`config.mk`:
```
export PLATFORM = sky130hd
export DESIGN_NAME = movement_pulse_gen
export DESIGN_NICKNAME = d
export VERILOG_FILES = /design/src/rtl/movement_pulse_gen.sv
export SDC_FILE = /design/constraint.sdc
export NUM_CORES = 1
export LEC_CHECK = 0
export BUFFER_PORTS_ARGS = -buffer_cell sky130_fd_sc_hd__buf_2
export CAP_MARGIN = 15
export CORE_UTILIZATION = 40
export DETAILED_ROUTE_END_ITERATION = 8
export MAX_ROUTING_LAYER = met4
export SLEW_MARGIN = 10
export SYNTH_ARGS = -nofsm -noshare
export SYNTH_HDL_FRONTEND = slang
export SYNTH_SLANG_ARGS = --single-unit
```
`constraint.sdc`:
```
create_clock -name i_Clk -period 2.4 [get_ports i_Clk]
set_clock_uncertainty 0.1 [all_clocks]
set_input_delay 0.36 -clock i_Clk [delete_from_list [all_inputs] [get_ports i_Clk]]
set_output_delay 0.36 -clock i_Clk [all_outputs]
set_load 0.02 [all_outputs]
```
`src/rtl/movement_pulse_gen.sv`:
```
// Raw Go-board buttons -> synchronised, debounced, single-cycle movement pulses
// with auto-repeat on hold, one pulse per cycle, gated by the game-active flag.
module movement_pulse_gen #(
    parameter int DEBOUNCE_CYCLES = 250000,
    parameter int REPEAT_DELAY    = 12500000,
    parameter int REPEAT_PERIOD   = 5000000
) (
    input  logic i_Clk,
    input  logic i_Rst_N,
    input  logic i_Switch_1,
    input  logic i_Switch_2,
    input  logic i_Switch_3,
    input  logic i_Switch_4,
    input  logic i_Game_Active,
    output logic o_Up_Mvt,
    output logic o_Down_Mvt,
    output logic o_Left_Mvt,
    output logic o_Right_Mvt
);

    localparam int NUM_SW  = 4;
    localparam int DEB_W   = $clog2(DEBOUNCE_CYCLES) + 1;
    localparam int RPT_MAX = (REPEAT_DELAY > REPEAT_PERIOD) ? REPEAT_DELAY : REPEAT_PERIOD;
    localparam int RPT_W   = $clog2(RPT_MAX) + 1;

    localparam logic [DEB_W-1:0] DEB_LAST    = DEB_W'(DEBOUNCE_CYCLES - 1);
    localparam logic [RPT_W-1:0] DELAY_LAST  = RPT_W'(REPEAT_DELAY - 1);
    localparam logic [RPT_W-1:0] PERIOD_LAST = RPT_W'(REPEAT_PERIOD - 1);

    typedef enum logic [1:0] {IDLE, DELAY, REPEAT} state_t;

    // Index 0..3 = Up, Down, Left, Right; lower index wins ties.
    logic [NUM_SW-1:0] raw;
    assign raw = {i_Switch_4, i_Switch_3, i_Switch_2, i_Switch_1};

    logic [NUM_SW-1:0]            sync1_q, sync2_q;
    logic [NUM_SW-1:0]            deb_q, deb_d, deb_prev_q;
    logic [NUM_SW-1:0][DEB_W-1:0] dcnt_q, dcnt_d;
    logic [NUM_SW-1:0]            arm_q, arm_d;
    logic [1:0]                   rdy_q, rdy_d;
    logic [NUM_SW-1:0]            rise;
    logic [NUM_SW-1:0]            pulse_q, pulse_d;

    state_t           state_q, state_d;
    logic [1:0]       owner_q, owner_d;
    logic [RPT_W-1:0] rcnt_q, rcnt_d;
    logic [RPT_W-1:0] rlast;
    logic [1:0]       win;
    logic             any_rise;

    always_comb begin
        rdy_d = {rdy_q[0], 1'b1};
        for (int i = 0; i < NUM_SW; i++) begin
            deb_d[i]  = deb_q[i];
            dcnt_d[i] = '0;
            if (sync2_q[i] != deb_q[i]) begin
                if (dcnt_q[i] == DEB_LAST) begin
                    deb_d[i] = sync2_q[i];
                end else begin
                    dcnt_d[i] = dcnt_q[i] + DEB_W'(1);
                end
            end
        end
        // A switch is armed only once it has been seen released after reset,
        // so a button held through reset never produces a pulse.
        arm_d = arm_q | ({NUM_SW{rdy_q[1]}} & ~sync2_q & ~deb_q);
        rise  = arm_q & deb_q & ~deb_prev_q;
    end

    always_comb begin
        win      = 2'd0;
        any_rise = |rise;
        for (int i = NUM_SW - 1; i >= 0; i--) begin
            if (rise[i]) win = 2'(i);
        end
    end

    always_comb begin
        state_d = state_q;
        owner_d = owner_q;
        rcnt_d  = rcnt_q;
        pulse_d = '0;
        rlast   = (state_q == DELAY) ? DELAY_LAST : PERIOD_LAST;

        if (!i_Game_Active) begin
            state_d = IDLE;
            rcnt_d  = '0;
        end else begin
            case (state_q)
                IDLE: begin
                    if (any_rise) begin
                        pulse_d[win] = 1'b1;
                        owner_d      = win;
                        rcnt_d       = '0;
                        state_d      = DELAY;
                    end
                end
                DELAY, REPEAT: begin
                    // Pre-emption first, then owner release, then repeat expiry.
                    if (any_rise) begin
                        pulse_d[win] = 1'b1;
                        owner_d      = win;
                        rcnt_d       = '0;
                        state_d      = DELAY;
                    end else if (!deb_q[owner_q]) begin
                        rcnt_d  = '0;
                        state_d = IDLE;
                    end else if (rcnt_q == rlast) begin
                        pulse_d[owner_q] = 1'b1;
                        rcnt_d           = '0;
                        state_d          = REPEAT;
                    end else begin
                        rcnt_d = rcnt_q + RPT_W'(1);
                    end
                end
                default: begin
                    state_d = IDLE;
                    rcnt_d  = '0;
                end
            endcase
        end
    end

    always_ff @(posedge i_Clk or negedge i_Rst_N) begin
        if (!i_Rst_N) begin
            sync1_q    <= '0;
            sync2_q    <= '0;
            deb_q      <= '0;
            deb_prev_q <= '0;
            dcnt_q     <= '0;
            arm_q      <= '0;
            rdy_q      <= '0;
            pulse_q    <= '0;
            state_q    <= IDLE;
            owner_q    <= '0;
            rcnt_q     <= '0;
        end else begin
            sync1_q    <= raw;
            sync2_q    <= sync1_q;
            deb_q      <= deb_d;
            deb_prev_q <= deb_q;
            dcnt_q     <= dcnt_d;
            arm_q      <= arm_d;
            rdy_q      <= rdy_d;
            pulse_q    <= pulse_d;
            state_q    <= state_d;
            owner_q    <= owner_d;
            rcnt_q     <= rcnt_d;
        end
    end

    assign o_Up_Mvt    = pulse_q[0];
    assign o_Down_Mvt  = pulse_q[1];
    assign o_Left_Mvt  = pulse_q[2];
    assign o_Right_Mvt = pulse_q[3];

endmodule

```
==> results.md <==
- The floorplan step set the die width to 127 µm.
- The number of DRC markers after the initial detailed-route iteration is 280.
- The post-placement cell area is 6630 µm².
- The final count of hold timing violations is 0.
- In this run the remaining antenna-violating nets after routing total 0.
- The net count reported at finish is 674.
- The die is 127 µm tall.
- In the post-synthesis netlist, the biggest area contributors are sky130_fd_sc_hd__dfrtp_1 (52%), sky130_fd_sc_hd__nor2_1 (6.9%), sky130_fd_sc_hd__xor2_1 (6.0%).
- The internal power of the cells totals 4.09 mW.
- When the netlist entered floorplanning its net count stood at 651.
- The flow ran to the end, and the final reports show no timing, DRC or antenna violations.
- The highest ir drop seen on vdd is 0.000549 V.
- The final critical-path setup slack is 234 ps.
- Dividing the final minimum period by the clock period gives 90.3%.
- The post-route netlist has 9.97% of its cells at a drive strength greater than 1.
- Synthesis produced 636 cells.
- Across every metal layer, demand over resource in global routing totals 16.6%.
- The shortest period the worst path allows is 2170 ps.
- The count of synthesis-stage warnings from yosys is 0.
- The share of total power dissipated in sequential elements is 43.1%.
- The final route contains 4,559 vias.
- The first-pass iteration count of the detailed router is 4.
- In this run, distinct cell masters in the synthesized netlist total 54.
- In this run the deepest clock path goes through 2 buffers.
- For the worst-skew pair, the clock arrives at the later sink with an insertion delay of 420 ps.
- The wire length after detailed routing is 11.7 mm.
- For this design the total switching power over the nets is 1.18 mW.
- The post-cts sizing count is 0.
- The count of buffers inserted at the top-level ports is 10.
- For the pin with the worst max-slew slack, the measured transition is 663 ps.
- The number of global-route vias before repair is 4,529.
- The netlist area before placement is 6290 µm².
- Entering global routing, the biggest net connects 44 pins.
- The share of async-settable or async-resettable flops after synthesis is 100%.
- The number of design rule violations left after detail routing is 0.
- The floorplan step defined a core boundary enclosing 15,300 µm².
- In this run the count of I/O pins placed on the die edge is 11.
- The path category of the worst min-delay check is register to register.
- Before CTS, the worst setup slack after placement is 266 ps.
- The clock power share is 51.6%.
- The headroom to the max-slew limit is 55.5%.
- The worst setup path is captured at a register.
- In this run the worst path has a maximum fanout of 12.
- Of the post-synthesis cell area, the dominant cell type holds 52.1%.
- In the synthesized netlist the dominant register cell turns out to be sky130_fd_sc_hd__dfrtp_1.
- The number of max-cap violations is 0.
- 0 antenna diodes ended up in the layout.
- The total power density per cell area is 722 nW/µm².
- The fraction of power spent switching nets is 22.3%.
- The number of sinks handled by clock tree synthesis is 131.
- Of the total power, combinational logic draws 5.3%.
- STA puts the critical path data required time at 2640 ps.
- For this design the static power due to leakage is 3.05 nW.
- The cell area after layout is 7300 µm².
- The post-synthesis sequential area ratio is 52.1%.
- Setup violations remaining at the end of the flow were counted as 0.
- The per-instance average area after synthesis is 9.89 µm².
- The critical path is of the register to register type.
- After clock tree synthesis, the clock-pin slew on the worst setup and hold paths is 60 ps.
- Data on the critical path arrives at its endpoint at 2410 ps.
- The area added between synthesis and finish is 16.1%.
- The total global routing overflow is 0.
- At the end of routability-driven placement, the weighted congestion stood at 0.843.
- The number of buffers inserted during clock tree synthesis is 17.
- The initial cell density of the core is 41.2%.
- The initial antenna violation count is 0.
- The count of H-tree levels built during CTS is 4.
- The number of enable-type register cells in the synthesized netlist is 0.
- The post-synthesis cell type with the largest combined area is sky130_fd_sc_hd__dfrtp_1.
- The die covers 16,200 µm².
- The master cell of the clock root buffer is sky130_fd_sc_hd__clkbuf_16.
- The average wire per cell in the routed design is 13.3 µm.
- Setup repair after global routing left no endpoint under its margin.
- The first global-routing pass estimated 21.0 mm of wire.
- The maximum clock frequency is 462 MHz.
- The tightest hold path in the finished design has a slack of 248 ps.
- The number of flip-flops and latches in the synthesized netlist is 131.
- The final max-slew violation count came to 0.
- The critical path startpoint category is a register.
- The setup TNS after final layout is 0 ps.
- The number of vias per cell after detailed routing is 5.16.
- The site row count is 45.
- The clock tree from TritonCTS is built.
- After legalization and detailed placement, the total HPWL measured 7.95 mm.
[area by class of cell]
type,instances,area [µm²]
clock buffer,19,443
clock inverter,13,183
fill,1416,7960
inverter,17,63.8
multi-input combinational,467,2840
sequential,131,3280
tap,211,264
timing repair buffer,25,228
[final timing paths]
check | startpoint | cells after the start | slack, ps | end
max | state_q[0]$_DFFE_PN0P_ | 6 | 230 | rcnt_q[12]$_DFFE_PN0P_
max in group asynchronous | i_Rst_N | 3 | 1200 | rcnt_q[14]$_DFFE_PN0P_
min reg2reg | sync1_q[3]$_DFF_PN0_ | 0 | 250 | sync2_q[3]$_DFF_PN0_
min in group asynchronous | i_Rst_N | 2 | 380 | dcnt_q[11]$_DFF_PN0_
min | sync1_q[3]$_DFF_PN0_ | 0 | 250 | sync2_q[3]$_DFF_PN0_
max reg2reg | state_q[0]$_DFFE_PN0P_ | 6 | 230 | rcnt_q[12]$_DFFE_PN0P_
[cells by family after synthesis]
family	after synthesis	share of synthesized area, %
xor gates and xnor gates	79	11.0
and+or+nand+nor	311	24.9
AOI/OAI and AO/OA	62	6.47
other	1	0.0596
adders and majority gates	8	1.59
buffers and inverters	38	2.65
muxes	6	1.23
DFF	131	52.1
[power by group through the flow]
| stage | sequential [mW] | combinational (mW) | clock, mW |
|---|---|---|---|
| 4_1_cts | 2.27 | 0.282 | 2.79 |
| 3_3_place_gp | 2.31 | 0.267 | 0 |
| 2_1_floorplan | 2.30 | 0.168 | 0 |
| 5_1_grt | 2.28 | 0.315 | 2.87 |
| 6_report | 2.27 | 0.277 | 2.72 |
| 3_5_place_dp | 2.31 | 0.274 | 0 |
[per-layer routing]
layer / global-route usage (%) / up-vias / wire length (µm)
met2: 25.3 / 62 / 5380
met3: 4.73 / 12 / 376
li1: - / 2256 / -
met1: 21.3 / 2229 / 5850
met5: - / - / 0
met4: 5.46 / 0 / 143
[flip-flops by register name, summed over array words and instances, names as in the netlist]
| name | count |
|---|---|
| sync1_q | 4 |
| rcnt_q | 25 |
| arm_q | 4 |
| rdy_q | 2 |
| pulse_q | 4 |
| sync2_q | 4 |
| deb_q | 4 |
| owner_q | 2 |
| state_q | 2 |
| dcnt_q | 76 |
| deb_prev_q | 4 |
[placed cells by master, fill, tap and decap left out, types with 17 or more instances in the layout]
cell / Yosys / routed
sky130_fd_sc_hd__nand4_1: 27 / 27
sky130_fd_sc_hd__xor2_1: 43 / 43
sky130_fd_sc_hd__a21oi_1: 20 / 20
sky130_fd_sc_hd__nand2_1: 38 / 38
sky130_fd_sc_hd__inv_1: 17 / 17
sky130_fd_sc_hd__dfrtp_1: 131 / 131
sky130_fd_sc_hd__clkbuf_16: 0 / 17
sky130_fd_sc_hd__nor2_1: 116 / 116
sky130_fd_sc_hd__nand3_1: 34 / 34
sky130_fd_sc_hd__xnor2_1: 36 / 36
sky130_fd_sc_hd__nor3_1: 17 / 17
[critical path: stages (launching register included)]
cell                      delay, ps
sky130_fd_sc_hd__dfrtp_1        370
sky130_fd_sc_hd__inv_1           60
sky130_fd_sc_hd__ha_1           250
sky130_fd_sc_hd__nand2_1        290
sky130_fd_sc_hd__o21ai_1        290
sky130_fd_sc_hd__or4_1          570
sky130_fd_sc_hd__a21oi_1        150
[repair_timing]
action	4_1_cts	5_1_grt
setup buffers	0	0
hold endpoints to repair	44	0
hold buffers	5	0
[cells in the mapped netlist (all sizes together), types with 9 or more instances]
master,number
dfrtp,131
nor2,117
xor2,43
nand2,38
xnor2,36
nand3,34
nand4,27
a21oi,21
nor3,18
inv,17
o21ai,16
and3,14
buf,11
or3,11
clkbuf,10
nor4,9
[metrics by stage]
| stage | utilization, % | instances | power [mW] |
|---|---|---|---|
| 6_report | 47.9 | 883 | 5.27 |
| 4_1_cts | 47.9 | 883 | 5.35 |
| 3_3_place_gp | 43.4 | 846 | 2.58 |
| 2_1_floorplan | - | 636 | 2.47 |
| 5_1_grt | 47.9 | 883 | 5.47 |
| 3_5_place_dp | 43.4 | 846 | 2.58 |
Power figures use the tool's default switching activity.
